===== src/rtl/defusion_pkg.sv =====
// Shared widths, constants, FSM encoding and the saturating x2 conversion
// used by the de-fusion datapath.
package defusion_pkg;

  localparam int DATA_W     = 16;
  localparam int PF_W       = 32;
  localparam int NCH        = 6;
  localparam int DIV_CYCLES = 33;

  localparam logic [PF_W-1:0] P2_SAT = 32'h7FFF_FFFF;

  typedef enum logic [2:0] {
    IDLE,
    CALC,
    DIVP,
    DIVX,
    OUT
  } state_e;

  // Clamp a signed 33-bit quotient into the signed 16-bit state range.
  function automatic logic signed [DATA_W-1:0] sat_x2(input logic signed [32:0] v);
    if (v > 33'sd32767) begin
      return 16'sh7FFF;
    end else if (v < -33'sd32768) begin
      return 16'sh8000;
    end else begin
      return v[DATA_W-1:0];
    end
  endfunction

endpackage


===== src/rtl/defusion_unit_seq_div33.sv =====
// Restoring unsigned divider: 33-bit dividend / 16-bit divisor, one quotient
// bit per cycle, exactly DIV_CYCLES iterations after the start edge.
module seq_div33
  import defusion_pkg::*;
(
  input  logic        clk,
  input  logic        rst_n,
  input  logic        start_i,
  input  logic [32:0] dividend_i,
  input  logic [15:0] divisor_i,
  output logic        busy_o,
  output logic        done_o,
  output logic [32:0] quotient_o
);

  logic [15:0] rem_q;
  logic [15:0] div_q;
  logic [32:0] quo_q;
  logic [5:0]  cnt_q;
  logic        busy_q;

  logic [16:0] shifted;
  logic [15:0] rem_d;
  logic [32:0] quo_d;

  // NOTE: every variable written here gets a value on every path, so no
  // latch can be inferred from this block.
  always_comb begin
    shifted = {rem_q, quo_q[32]};
    rem_d   = shifted[15:0];
    quo_d   = {quo_q[31:0], 1'b0};
    if (shifted >= {1'b0, div_q}) begin
      rem_d = shifted[15:0] - div_q;
      quo_d = {quo_q[31:0], 1'b1};
    end
  end

  // The final quotient is offered combinationally during the last iteration
  // so the caller can capture it and restart on the same edge.
  assign busy_o     = busy_q;
  assign done_o     = busy_q && (cnt_q == 6'd1);
  assign quotient_o = quo_d;

  // NOTE: sequential state uses non-blocking assignments only, so every
  // register samples the pre-edge values regardless of statement order.
  always_ff @(posedge clk or negedge rst_n) begin
    if (!rst_n) begin
      rem_q  <= '0;
      div_q  <= '0;
      quo_q  <= '0;
      cnt_q  <= '0;
      busy_q <= 1'b0;
    end else if (start_i) begin
      rem_q  <= '0;
      div_q  <= divisor_i;
      quo_q  <= dividend_i;
      cnt_q  <= 6'(DIV_CYCLES);
      busy_q <= 1'b1;
    end else if (busy_q) begin
      rem_q <= rem_d;
      quo_q <= quo_d;
      cnt_q <= cnt_q - 6'd1;
      if (cnt_q == 6'd1) begin
        busy_q <= 1'b0;
      end
    end
  end

endmodule


===== src/rtl/defusion_unit.sv =====
// Recovers the second contributor (x2, p2) of a fused track estimate by
// information subtraction, one element at a time over valid/ready streams.
module defusion_unit
  import defusion_pkg::*;
(
  input  logic                     clk,
  input  logic                     rst_n,
  input  logic                     in_valid,
  output logic                     in_ready,
  input  logic signed [DATA_W-1:0] xf,
  input  logic signed [DATA_W-1:0] x1,
  input  logic signed [PF_W-1:0]   pf,
  input  logic signed [DATA_W-1:0] p1,
  output logic                     out_valid,
  input  logic                     out_ready,
  output logic signed [DATA_W-1:0] x2,
  output logic        [PF_W-1:0]   p2,
  output logic        [2:0]        out_ch,
  output logic                     out_last,
  output logic                     out_err
);

  state_e state_q, state_d;

  logic                     in_ready_q;
  logic                     out_valid_q;
  logic                     err_q;
  logic signed [DATA_W-1:0] x2_q;
  logic        [PF_W-1:0]   p2_q;
  logic        [2:0]        ch_q;

  logic signed [DATA_W-1:0] xf_q, x1_q, p1_q;
  logic signed [PF_W-1:0]   pf_q;
  logic signed [16:0]       d_q;
  logic signed [32:0]       nx_q;

  logic signed [16:0] d_c;
  logic        [31:0] np_c;
  logic signed [32:0] nx_c;
  logic               err_c;
  logic        [32:0] nx_mag;
  logic signed [32:0] x2_full;

  logic        div_start;
  logic [32:0] div_dividend;
  logic [15:0] div_divisor;
  logic        div_busy;
  logic        div_done;
  logic [32:0] div_quo;

  logic accept;
  logic handshake;

  assign accept    = in_valid && in_ready_q;
  assign handshake = out_valid_q && out_ready;

  // Products are formed at 33 bits; in-range operands never overflow that.
  always_comb begin
    d_c    = 17'(p1_q) - $signed(pf_q[16:0]);
    np_c   = {16'b0, p1_q} * {16'b0, pf_q[15:0]};
    nx_c   = 33'(xf_q) * 33'(p1_q) - 33'(x1_q) * $signed({17'b0, pf_q[15:0]});
    err_c  = (pf_q <= 0) || (p1_q <= 0) || (pf_q >= 32'(p1_q));
    nx_mag = nx_q[32] ? 33'(-nx_q) : nx_q;
    x2_full = nx_q[32] ? -$signed(div_quo) : $signed(div_quo);
  end

  always_comb begin
    state_d      = state_q;
    div_start    = 1'b0;
    div_dividend = '0;
    div_divisor  = '0;
    unique case (state_q)
      IDLE: if (accept) state_d = CALC;
      CALC: begin
        if (err_c) begin
          state_d = OUT;
        end else begin
          div_start    = 1'b1;
          div_dividend = {1'b0, np_c};
          div_divisor  = d_c[15:0];
          state_d      = DIVP;
        end
      end
      DIVP: begin
        if (div_done) begin
          div_start    = 1'b1;
          div_dividend = nx_mag;
          div_divisor  = d_q[15:0];
          state_d      = DIVX;
        end
      end
      DIVX: if (div_done) state_d = OUT;
      OUT:  if (handshake) state_d = IDLE;
      default: state_d = IDLE;
    endcase
  end

  seq_div33 u_div (
    .clk        (clk),
    .rst_n      (rst_n),
    .start_i    (div_start),
    .dividend_i (div_dividend),
    .divisor_i  (div_divisor),
    .busy_o     (div_busy),
    .done_o     (div_done),
    .quotient_o (div_quo)
  );

  // NOTE: the operand latches are reset along with the outputs so that every
  // register holds a known value out of reset, not only the visible ones.
  always_ff @(posedge clk or negedge rst_n) begin
    if (!rst_n) begin
      state_q     <= IDLE;
      in_ready_q  <= 1'b0;
      out_valid_q <= 1'b0;
      err_q       <= 1'b0;
      x2_q        <= '0;
      p2_q        <= '0;
      ch_q        <= '0;
      xf_q        <= '0;
      x1_q        <= '0;
      p1_q        <= '0;
      pf_q        <= '0;
      d_q         <= '0;
      nx_q        <= '0;
    end else begin
      state_q    <= state_d;
      // Ready reopens one edge after returning to IDLE.
      in_ready_q <= (state_q == IDLE) && !accept && !div_busy;

      unique case (state_q)
        IDLE: begin
          if (accept) begin
            xf_q <= xf;
            x1_q <= x1;
            p1_q <= p1;
            pf_q <= pf;
          end
        end
        CALC: begin
          d_q   <= d_c;
          nx_q  <= nx_c;
          err_q <= err_c;
          if (err_c) begin
            p2_q <= P2_SAT;
            x2_q <= x1_q;
          end
        end
        DIVP: if (div_done) p2_q <= div_quo[31:0];
        DIVX: begin
          if (div_done) begin
            x2_q        <= sat_x2(x2_full);
            out_valid_q <= 1'b1;
          end
        end
        OUT: begin
          if (!out_valid_q) begin
            out_valid_q <= 1'b1;
          end else if (out_ready) begin
            out_valid_q <= 1'b0;
            ch_q        <= (ch_q == 3'(NCH - 1)) ? 3'd0 : ch_q + 3'd1;
          end
        end
        default: ;
      endcase
    end
  end

  assign in_ready  = in_ready_q;
  assign out_valid = out_valid_q;
  assign x2        = x2_q;
  assign p2        = p2_q;
  assign out_ch    = ch_q;
  assign out_last  = (ch_q == 3'(NCH - 1));
  assign out_err   = err_q;

endmodule


===== config.mk =====
export PLATFORM = sky130hd
export DESIGN_NAME = defusion_unit
export DESIGN_NICKNAME = d
export VERILOG_FILES = /design/src/rtl/defusion_pkg.sv /design/src/rtl/defusion_unit_seq_div33.sv /design/src/rtl/defusion_unit.sv
export SDC_FILE = /design/constraint.sdc
export NUM_CORES = 2
export LEC_CHECK = 0
export ABC_CLOCK_PERIOD_IN_PS = 9100
export CELL_PAD_IN_SITES_DETAIL_PLACEMENT = 0
export CELL_PAD_IN_SITES_GLOBAL_PLACEMENT = 1
export CORE_AREA = 8 8 379 381
export DETAILED_ROUTE_END_ITERATION = 8
export DIE_AREA = 0 0 387 389
export PLACE_DENSITY_LB_ADDON = 0.1
export RECOVER_POWER = 50
export SYNTH_ARGS = -nofsm -noshare
export SYNTH_HDL_FRONTEND = slang
export SYNTH_HIERARCHICAL = 1
export SYNTH_SLANG_ARGS = --single-unit

===== constraint.sdc =====
create_clock -name clk -period 9.1 [get_ports clk]
set_input_delay 0.91 -clock clk [delete_from_list [all_inputs] [get_ports clk]]
set_output_delay 0.91 -clock clk [all_outputs]
set_load 0.02 [all_outputs]

; Yosys cells after proc, flatten, opt, wreduce, memory -nomap -nowiden
; Index checks and enable logic that the tools add are counted.
; W data, S select, Z words.
[op_classes]
reduce_logical = 20
eq_ne = 11
magnitude_cmp = 6
multipliers = 3
add_sub_neg = 7
n_mux = 41
[ops]
columns = cell, count
row1 = $mux W33, 5
row2 = $mux W16, 9
row3 = $mux W32, 3
row4 = $neg A33 Y33, 2
row5 = $pmux W33 S2, 1
row6 = $mul A16 B16 Y32, 2
row7 = $pmux W16 S2, 2
row8 = $pmux W32 S2, 1
row9 = $gt A33 B16 Y1 const B, 1
row10 = $lt A33 B16 Y1 const B, 1
row11 = $mul A16 B17 Y33, 1
row12 = $sub A32 B33 Y33, 1
row13 = $ge A32 B16 Y1, 1
row14 = $le A32 B1 Y1 const B, 1
row15 = $sub A16 B16 Y16, 2
row16 = $mux W3, 6
row17 = $ge A17 B16 Y1, 1
row18 = $le A16 B1 Y1 const B, 1
row19 = $pmux W3 S5, 1
row20 = $mux W6, 2
row21 = $ne A2 B2 Y1 const B, 5
row22 = $mux W1, 9
row23 = $reduce_and A3 Y1, 3
row24 = $reduce_bool A2 Y1, 4
row25 = other kinds (13), 23
[word_totals]
word_cells = 106
register_bits = 258

; Logic depth before layout (Yosys ltp)
[logic_depth]
word_depth = 9
depth_mapped = 28
depth_no_buf = 26

; Hierarchy
; Netlist, hierarchy kept.
[modules_own_cells]
columns = module, area_each_um2, n_inst, cells_per_inst
row1 = defusion_unit, 39177.6, 1, 4402
row2 = seq_div33, 4414.2, 1, 481

; Least setup slack after synthesis
; OpenSTA, ideal clock, no wires.
[synth_path]
kind = reg-to-reg
startpoint = reg p1_q[15]
endpoint = reg nx_q[29]
arrival_time_ns = 7.204
t_required_ns = 9.005
setup_slack_ns = 1.801
setup_time_ns = 0.095
synth_period_minus_slack_ns = 7.299
path_stages_with_launch = 25
path_buffers = 1
path_cell_list = dfrtp_1 -> inv_1 -> clkbuf_1 -> nor2_1 -> fa_1 -> fa_1 -> inv_1 -> fa_1 -> inv_1 -> fa_1 -> fa_1 -> fa_1 -> fa_1 -> inv_1 -> fa_1 -> inv_1 -> ha_1 -> a21o_1 -> a21o_1 -> a21oi_1 -> o21ai_0 -> o21a_1 -> o31a_1 -> o21a_1 -> o31ai_1
[synth_between]
elab_chain_cells = 2
[synth_rtl]
columns = element, line
row1 = "start, declared", defusion_unit.sv:32  ; logic signed [DATA_W-1:0] xf_q, x1_q, p1_q;
row2 = "start signal, assigned", defusion_unit.sv:136  ; p1_q <= p1;
row3 = $mul A16 B16 Y32, defusion_unit.sv:61  ; nx_c = 33'(xf_q) * 33'(p1_q) - 33'(x1_q) * $signed({17'b0, pf_q[15:0]});
row4 = $sub A32 B33 Y33, defusion_unit.sv:61
row5 = "end signal, assigned", defusion_unit.sv:142  ; nx_q <= nx_c;
row6 = "end, declared", defusion_unit.sv:35  ; logic signed [32:0] nx_q;
; Every way passes these cells.
; A chain may end at the register's enable or synchronous reset.

; Worst setup path after layout
[layout_path]
startpoint = reg p1_q[5]
endpoint = reg u_div.quo_q[31]
[layout_between]
elab_chain_cells = 6
elab_cells_between_ends = 11
[layout_rtl]
columns = element, line
row1 = branches (longest 3 deep; another with $mul A16 B16 Y32), -
row2 = $mux W32 (*), defusion_unit.sv:75  ; if (err_c) begin
row3 = $pmux W33 S2 (*), defusion_unit.sv:72  ; unique case (state_q)
row4 = net div_dividend[31], defusion_unit.sv:45  ; logic [32:0] div_dividend;
row5 = $mux W33 (*), defusion_unit_seq_div33.sv:53  ; end else if (start_i) begin
row6 = "end signal, assigned", defusion_unit_seq_div33.sv:56  ; quo_q <= dividend_i;
row7 = "end signal, assigned", defusion_unit_seq_div33.sv:61  ; quo_q <= quo_d;
row8 = "end, declared", defusion_unit_seq_div33.sv:18  ; logic [32:0] quo_q;
; Mark *: on every way through the listed nets, which the timed path passes.

==> key figures <==
Timing
  – Fin crit period: 7904 ps
  – Period utilization: 86.86%
  – Final Max Slew Viols: 256
  – PnR worst setup slack: 1196 ps
  – RSZ-0062 raised after global routing: no
  – Tightest Pin Transition: 4888 ps
  – Fin. Hold Viols: 0
  – Fin Setup TNS: 0 ps
  – Fmax: 126.5 MHz
  – Setup violations, final: 0
  – Rel. slew slack: -225.9%
  – Worst Skew: 38.94 ps

Clock network
  – Setup bufs post-CTS: 0
  – CTS tree: built
  – CTS Hold Bufs: 0
  – Clk_lat worst skew: 630 ps
  – Number of cells upsized or downsized after cts: 0
  – CTS buffer count: 39
  – Root buffer cell: clkbuf_16
  – Clock Pin Slew Worst Setup and Hold Paths: 60 ps
  – H-Tree Depth: 2
  – Clk sinks: 258
  – CTS Buffer Depth: 3

Logic synthesis
  – Largest family of logic cells by synthesized area: adder cells
  – Register area share after synthesis: 14.81%
  – Top cells by count, synth: inv_1 (984), fa_1 (705), nand2_1 (605), ha_1 (384), and2_1 (291)
  – Synth Area in Adders: 43.40%
  – Cell with the most instances after synthesis: inv_1
  – Cell taking the most area after synthesis: fa_1
  – Synth Area in Compound Gates: 8.935%
  – Mux share of post-synthesis cell area: 3.203%
  – Area of the mapped netlist: 0.04359 mm2
  – Ys Warns: 6
  – Synth Area in XOR/XNOR: 2.431%
  – Simple-gate portion of the synthesized area: 15.91%
  – Synthesized netlist cell count: 4883
  – Yosys reg bits: 258
  – Post-synth EDFFs: 0
  – Post-synth net total: 6056
  – Share of the synthesized area in the top cell type: 32.38%
  – Post-synth top flop: dfrtp_1
  – Mean Syn Cell Area: 8.927 um2
  – Area contributors post-synth: fa_1 (32%), dfrtp_1 (15%), ha_1 (11%), inv_1 (8.5%), nand2_1 (5.2%)
  – Post-synthesis async set-or-reset flop share: 100.0%
  – Distinct cells, synth: 84

Setup path
  – Top delay family on crit path: adder cells
  – Critical path class: flop to flop
  – Most frequent cell on the critical path: fa_1
  – Max stage delay on crit path: 850 ps
  – Crit-path cells: inv_1, nor2_1, fa_1, inv_1, fa_1, fa_1, fa_1, inv_1, fa_1, inv_1, fa_1, inv_1, ha_1, nand2_1, nor4_1, o311ai_0, and3_1, o211ai_1, a21boi_0, or4_1, nand3_1, nand2_1, o21ai_0
  – Slowest cell on crit path: dfrtp_1
  – Worst setup SP type: flop
  – Crit path max fanout: 18
  – Buffers & Inverters on Critical Path: 5
  – CP Capture Type: flop
  – Worst EP required: 9640 ps
  – Crit path DAT: 8440 ps

Die
  – Die area: 0.1505 mm2
  – Die Ht: 389 um
  – Chip width: 387 um
  – Row cnt: 137
  – Ports: 139
  – Core area: 0.1380 mm2
  – Initial Utilization: 31.59%

Finish
  – Fin nets: 6061
  – Layout cells sized above 1: 4.943%
  – Fill cells: 14430
  – Area Growth Syn to Fin: 10.59%

Hold path
  – HP Class: flop to flop

GRT
  – Antenna violations before repair: 10
  – Global-route wire length before repair: 239200 um
  – Vias in the first global route: 35230
  – Pin count of the biggest net entering global routing: 112
  – Gr usage total: 21.16%
  – GRT overflow: 0

Place
  – Port bufs: 138
  – GP Congestion: 0.8798
  – Post-Place Setup Slack: 1253 ps
  – Hpwl dp: 131000 um

Routing
  – Drt pass-1 iters: 8
  – Total number of vias: 33320
  – Residual DRC: 0
  – Initial drt markers: 2031
  – DR WL/cell: 23.88 um
  – Final antenna-violating net count: 0
  – Post-Route WL: 160700 um
  – Via density: 4.953

Run status
  – Status: finished with violations
  – Failing checks: max-capacitance violations, max-slew violations

Job
  – Max Cap Viol: 5
-- layer usage --
metal | up-vias | wire length, um | track usage (%)
met2 | 711 | 82060 | 38.47
met5 | - | 0 | 0
met4 | 0 | 4624 | 5.380
li1 | 15230 | - | -
met3 | 152 | 6254 | 2.323
met1 | 17230 | 67730 | 26.73
-- sequential cells by signal, summed over array words and instances (netlist names), 3 cells and up --
| register | flops |
|---|---|
| d_q | 16 |
| nx_q | 33 |
| out_ch | 3 |
| p1_q | 16 |
| p2 | 32 |
| pf_q | 32 |
| state_q | 3 |
| u_div/cnt_q | 6 |
| u_div/div_q | 16 |
| u_div/quo_q | 33 |
| u_div/rem_q | 16 |
| x1_q | 16 |
| x2 | 16 |
| xf_q | 16 |
-- worst reg2reg max path, delay by kind of cell, from the launching register on --
family	cells	cell delay, ps
adder cells (fa/ha/maj)	7	3200
buffers and inverters	5	860
AND/OR/NAND/NOR	7	2060
AO/OA/AOI/OAI	4	870
flip-flops	1	850
-- final timing paths --
path,from,endpoint,slack [ps],cells past startpoint
max,p1_q[5]$_DFFE_PN0P_,u_div/quo_q[31]$_DFFE_PN0P_,1200,23
min,d_q[5]$_DFFE_PN0P_,d_q[5]$_DFFE_PN0P_,480,2
max reg2reg,p1_q[5]$_DFFE_PN0P_,u_div/quo_q[31]$_DFFE_PN0P_,1200,23
min reg2reg,d_q[5]$_DFFE_PN0P_,d_q[5]$_DFFE_PN0P_,480,2
max in group asynchronous,rst_n,nx_q[32]$_DFFE_PN0P_,1900,2
min in group asynchronous,rst_n,u_div/rem_q[5]$_DFFE_PN0P_,2040,1
-- stage by stage --
stage | util, % | cell area, um2 | instances | hold WS, ps
after global placement | 33.94 | 46830 | 6654 | 458.9
after global routing | 34.93 | 48200 | 6723 | 492.6
after CTS | 34.96 | 48240 | 6723 | 290.2
after floorplan | - | 43590 | 4883 | 405.7
after detailed placement | 33.94 | 46830 | 6654 | 463.7
final | 34.94 | 48210 | 6727 | 477.9
-- cells by family (layout without fill, tap and decap cells) --
group / count (synthesis) / count (layout)
XOR/XNOR: 121 / 121
buffers and inverters: 1268 / 1301
AND/OR/NAND/NOR: 1427 / 1427
other: 0 / 4
adder cells (fa/ha/maj): 1089 / 1089
flip-flops: 258 / 258
AO/OA/AOI/OAI: 591 / 591
multiplexers: 129 / 129
-- cell type report --
cell class	count	area, um2	area share, %
diodes	4	10.01	0.02076
clock buffers	56	1130	2.344
clock inverters	13	279.0	0.5788
inverters	997	3742	7.763
multi-input cells	3357	32230	66.86
flip-flops and latches	258	6459	13.40
well taps	1807	2261	4.690
repair buffers	235	2096	4.347
-- layout by cell type (no fill, tap or decap), types with 22 or more instances in the layout --
cell             count
nor3_1              45
o21ai_0            196
nand2b_1            60
ha_1               384
o211ai_1            39
clkdlybuf4s50_1    137
o31ai_1             23
nand2_1            604
a211oi_1            29
nand3_1             32
o22ai_1             22
nor2_1             212
nor2b_1             29
and2_1             291
a21o_1              38
xnor2_1             57
clkbuf_16           39
buf_4               90
xor2_1              64
mux2i_1             45
fa_1               705
inv_1              984
a21oi_1             92
mux2_2              55
dfrtp_1            256
mux2_1              29
nand4_1             24
nor4_1              29
Power is left out: the tool's default activity adds up to more than one toggle a clock period on the data nets, which glitch-free logic cannot reach.
